--- config.mk ---
export PLATFORM = sky130hd
export DESIGN_NAME = apb_master_ctrl
export DESIGN_NICKNAME = d
export VERILOG_FILES = /design/src/rtl/apb_master_ctrl.sv
export SDC_FILE = /design/constraint.sdc
export NUM_CORES = 1
export LEC_CHECK = 0
export ABC_CLOCK_PERIOD_IN_PS = 1760
export BUFFER_PORTS_ARGS = -buffer_cell sky130_fd_sc_hd__buf_2
export CAP_MARGIN = 20
export CELL_PAD_IN_SITES_DETAIL_PLACEMENT = 1
export CELL_PAD_IN_SITES_GLOBAL_PLACEMENT = 1
export CORE_MARGIN = 2
export CORE_UTILIZATION = 32
export CTS_CLUSTER_SIZE = 12
export DETAILED_ROUTE_END_ITERATION = 6
export HOLD_SLACK_MARGIN = 0.15
export PLACE_DENSITY_LB_ADDON = 0.1
export SYNTH_ARGS = -nofsm -noshare
export SYNTH_HDL_FRONTEND = slang
export SYNTH_SLANG_ARGS = --single-unit
--- constraint.sdc ---
create_clock -name PCLK -period 1.76 [get_ports PCLK]
set_clock_uncertainty 0.2 [all_clocks]
set_input_delay 0.264 -clock PCLK [delete_from_list [all_inputs] [get_ports PCLK]]
set_output_delay 0.264 -clock PCLK [all_outputs]
set_load 0.03 [all_outputs]
--- src/rtl/apb_master_ctrl.sv ---
// apb_master_ctrl: APB3 initiator turning single commands into SETUP/ACCESS transfers,
// with a response handshake and a PREADY watchdog that aborts stalled transfers.
module apb_master_ctrl #(
    parameter int ADDR_W         = 32,
    parameter int DATA_W         = 32,
    parameter int TIMEOUT_CYCLES = 255
) (
    input  logic              PCLK,
    input  logic              PRESETn,
    input  logic              cmd_valid,
    output logic              cmd_ready,
    input  logic              cmd_write,
    input  logic [ADDR_W-1:0] cmd_addr,
    input  logic [DATA_W-1:0] cmd_wdata,
    output logic              rsp_valid,
    input  logic              rsp_ready,
    output logic [DATA_W-1:0] rsp_rdata,
    output logic              rsp_err,
    output logic              rsp_timeout,
    output logic              PSELx,
    output logic              PENABLE,
    output logic              PWRITE,
    output logic [ADDR_W-1:0] PADDR,
    output logic [DATA_W-1:0] PWDATA,
    input  logic [DATA_W-1:0] PRDATA,
    input  logic              PREADY,
    input  logic              PSLVERR
);
    localparam int CNT_W = (TIMEOUT_CYCLES < 1) ? 1 : $clog2(TIMEOUT_CYCLES + 1);
    localparam logic [CNT_W-1:0] CNT_LAST = CNT_W'((TIMEOUT_CYCLES == 0) ? 0 : TIMEOUT_CYCLES - 1);
    localparam logic [CNT_W-1:0] CNT_MAX  = '1;
    localparam logic [1:0] IDLE   = 2'd0;
    localparam logic [1:0] SETUP  = 2'd1;
    localparam logic [1:0] ACCESS = 2'd2;
    localparam logic [1:0] RESP   = 2'd3;

    logic [1:0]       state, state_nx;
    logic             armed;
    logic [CNT_W-1:0] wd_cnt;
    logic             accept, done, abort, wd_hit;

    // Bus strobes decode straight from state so an async reset drops them without a clock edge
    assign cmd_ready = armed && state == IDLE;
    assign PSELx     = state == SETUP || state == ACCESS;
    assign PENABLE   = state == ACCESS;
    assign rsp_valid = state == RESP;
    assign accept    = cmd_valid && cmd_ready;
    assign wd_hit    = (TIMEOUT_CYCLES != 0) && wd_cnt == CNT_LAST;
    assign done      = state == ACCESS && PREADY;
    assign abort     = state == ACCESS && !PREADY && wd_hit;

    always_comb begin
        state_nx = (state == IDLE)   ? (accept ? SETUP : IDLE) :
                   (state == SETUP)  ? ACCESS :
                   (state == ACCESS) ? ((done || abort) ? RESP : ACCESS) :
                                       (rsp_ready ? IDLE : RESP);
    end

    always_ff @(posedge PCLK or negedge PRESETn) begin
        if (!PRESETn) begin
            state <= IDLE;
            armed <= 1'b0;
        end else begin
            state <= state_nx;
            armed <= 1'b1;
        end
    end

    always_ff @(posedge PCLK or negedge PRESETn) begin
        if (!PRESETn) begin
            PWRITE <= 1'b0;
            PADDR  <= '0;
            PWDATA <= '0;
        end else if (accept) begin
            PWRITE <= cmd_write;
            PADDR  <= cmd_addr;
            PWDATA <= cmd_write ? cmd_wdata : '0;
        end
    end

    // Counts consecutive low-PREADY ACCESS cycles; the abort fires on the TIMEOUT_CYCLES-th one
    always_ff @(posedge PCLK or negedge PRESETn) begin
        if (!PRESETn)
            wd_cnt <= '0;
        else if (state == SETUP)
            wd_cnt <= '0;
        else if (state == ACCESS && !PREADY && wd_cnt != CNT_MAX)
            wd_cnt <= wd_cnt + 1'b1;
    end

    always_ff @(posedge PCLK or negedge PRESETn) begin
        if (!PRESETn) begin
            rsp_rdata   <= '0;
            rsp_err     <= 1'b0;
            rsp_timeout <= 1'b0;
        end else if (done) begin
            rsp_rdata   <= PWRITE ? '0 : PRDATA;
            rsp_err     <= PSLVERR;
            rsp_timeout <= 1'b0;
        end else if (abort) begin
            rsp_rdata   <= '0;
            rsp_err     <= 1'b1;
            rsp_timeout <= 1'b1;
        end
    end
endmodule

==> flow_summary.toml <==
[pwr]
p_comb_share_pct = 51.5
p_clk_share_pct = 14.9
swShare_pct = 45.1
ir_worst_vdd_mv = 0.840
p_int_uw = 7290
leakagePower_uw = 0.00363
switchingPower_uw = 5990
power_density_nw_per_um2 = 1780
seqPwrFrac_pct = 33.6

[critical_path]
end_kind = "flip-flop"
worstPathCellList = "buf_6, ha_4, and3b_2, clkbuf_16, a221o_1"
cpMaxStageDelayCell = "dfrtp_1"
cp.required_ns = 1.80
slowest_delay_ns = 0.40
crit_fanout = 15
start_kind = "flip-flop"
worstSetupPathType = "flip-flop to flip-flop"
cp.arrival_ns = 1.84

[drt]
post_drt_wl_per_cell_um = 17.2
drc_errors = 0
vias = 4235
vias_per_cell = 4.73
firstDrtPassIters = 4
drtIter0Drc = 138
ant_nets = 0
wirelength_mm = 15.4

[finish]
nets = 820
area_delta_synth_final_pct = 62.0
final_util_pct = 53.4
num_antenna_cells = 0
drive_gt1_share_pct = 42.3

[placed_design]
place_congestion = 0.760
dp_hpwl_mm = 9.67
portBuffers = 205
place_ws_ns = -0.0425

[sta]
drv_slew = 0
fin_setup_tns_ns = -0.366
hold_slack_ns = 0.243
min_period_ns = 1.80
fmax_mhz = 556
worst_slack_ns = -0.0389
period_share_pct = 102
setup_viol = 23
rsz0062_at_grt = "yes"
hold_violations = 0

[global_route]
grt_pass1_wl_mm = 24.0
first_global_vias = 4651
overflow = 0
grt_start_max_net_pins = 51
track_usage_pct = 20.1
antenna_found_initial = 0

[die]
dieArea_sq_um = 15400
initial_core_util_pct = 32.9
die_w_um = 124
num_rows = 43
coreArea_sq_um = 14000
dieHeight_um = 124
ioPinCount = 206

[clock_network]
cts_tree = "yes"
clock_latency_ns = 0.35
clock_sinks = 110
root_buffer = "clkbuf_16"
cts_buffers = 9
htreeDepth = 3
clk_pin_slew_ns = 0.08
clock_path_buffers = 2

[synth]
synth_edf_count = 0
synthCells = 394
synth_ff_type = "dfrtp_1"
synth_area_sq_um = 4610
ys_async_sr_fraction_pct = 100
synth_top_area_cell = "dfrtp_1"
synth_common_cells = "110 x dfrtp_1, 69 x nand2_1, 34 x mux2_2, 34 x o21ai_0, 33 x nor2b_1"
synth.top_cell.area_share_pct = 59.7
yosys_warnings = 0
synthDistinctLibCells = 39
synthTopCellsByArea = "dfrtp_1 60%, mux2_2 8.3%, a221o_1 6.7%"
ys_ff_latch = 110
syn-num-nets = 503
seq_area_frac_synth_pct = 59.7
synth.most_common_cell = "dfrtp_1"
avgSynthCellArea_sq_um = 11.7

[run]
drv_cap = 0

[outcome]
violations = "negative setup slack"
outcome = "finished, violations left"

[worst_hold_path]
holdCritPathClass = "input pin to asynchronous set/reset pin"
==> power groups by stage <==
stage | Combinational [uW] | Sequential, uW | Clock, uW
after floorplan | 2080 | 6640 | 0
after global placement | 6260 | 4380 | 0
after detailed placement | 6420 | 4450 | 0
after CTS | 6770 | 4430 | 2060
after global routing | 7350 | 4630 | 2180
final | 6850 | 4460 | 1980
==> final timing paths <==
path,depth (start not counted),from,slack (ns),to
setup / recovery,5,state[1],-0.04,rsp_rdata[26]
hold / removal,3,PRESETn,0.24,rsp_rdata[6]
setup reg to reg,5,state[1],-0.04,rsp_rdata[26]
hold reg to reg,2,PWDATA[11],0.28,PWDATA[11]
max in group asynchronous,3,PRESETn,0.35,wd_cnt[2]
min in group PCLK,4,cmd_write,0.25,PWDATA[9]
==> registers in the layout (all words and copies together) (netlist names) <==
register     count
rsp_timeout      1
rsp_err          1
PWDATA          32
PWRITE           1
PADDR           32
state            2
armed            1
wd_cnt           8
rsp_rdata       32
==> cells in the final DEF (no fill, tap or decap), types with 2 or more instances in the layout <==
master	count
buf_2	200
clkbuf_8	2
o21ai_0	30
a21oi_1	4
o21ai_1	4
ha_1	3
mux2_2	34
nor3_1	2
clkbuf_16	10
ha_4	2
nor2_1	8
nand2_2	2
xnor2_1	2
buf_4	18
dfrtp_1	109
a31oi_1	2
clkinvlp_4	3
nor3_4	2
nand2_1	66
nor3b_1	2
buf_12	7
dlygate4sd3_1	102
and3_1	2
a221o_1	31
inv_1	3
buf_6	3
inv_2	3
nor2b_1	33
nor3_2	2
nand3_2	2
==> worst max-delay path, delay by kind of cell, from the launching register on <==
kind            cells  cell delay, ns
flops               1            0.40
fa+ha+maj           1            0.18
buf+inv             2            0.33
compound gates      1            0.31
simple gates        1            0.27
==> cells by family after synthesis <==
family                   count (synthesis)  share of synthesized area, %
flip-flops                             110                          59.7
AO/OA/AOI/OAI                           77                          12.4
buffers and inverters                   32                          3.29
adder cells (fa/ha/maj)                  6                          1.63
other                                    1                        0.0814
AND/OR/NAND/NOR                        131                          14.0
XOR/XNOR                                 2                         0.380
multiplexers                            35                          8.53
==> area by class of cell <==
type / instances / area, sq um
multi-input cells: 252 / 1810
inverters: 6 / 22.5
repair buffers: 332 / 2370
well taps: 180 / 225
clock buffers: 12 / 256
fillers: 1523 / 6520
clock inverters: 4 / 31.3
flip-flops and latches: 110 / 2750
==> stage by stage <==
stage                     cells  cell area, sq um  total power [uW]
after floorplan             394              4690              8720
after global placement      774              6010             10600
after detailed placement    774              6010             10900
after CTS                   894              7380             13300
after global routing        896              7470             14200
final                       896              7470             13300
==> layer usage <==
layer	routed length [um]	track usage [%]	vias up
met3	1220	7.97	16
met4	176	4.21	0
met5	0	0	-
met1	6310	23.5	2054
met2	7690	35.1	160
li1	-	-	2005
==> repair_timing <==
item | in CTS | in global routing
setup endpoints to repair | 69 | 74
gates resized for setup | 14 | 19
setup buffers | 2 | 1
pin swaps | 2 | 6
endpoints found under the hold margin | 210 | 0
gates cloned | 0 | 1
hold buffers | 102 | 0
Power figures use the tool's default switching activity.
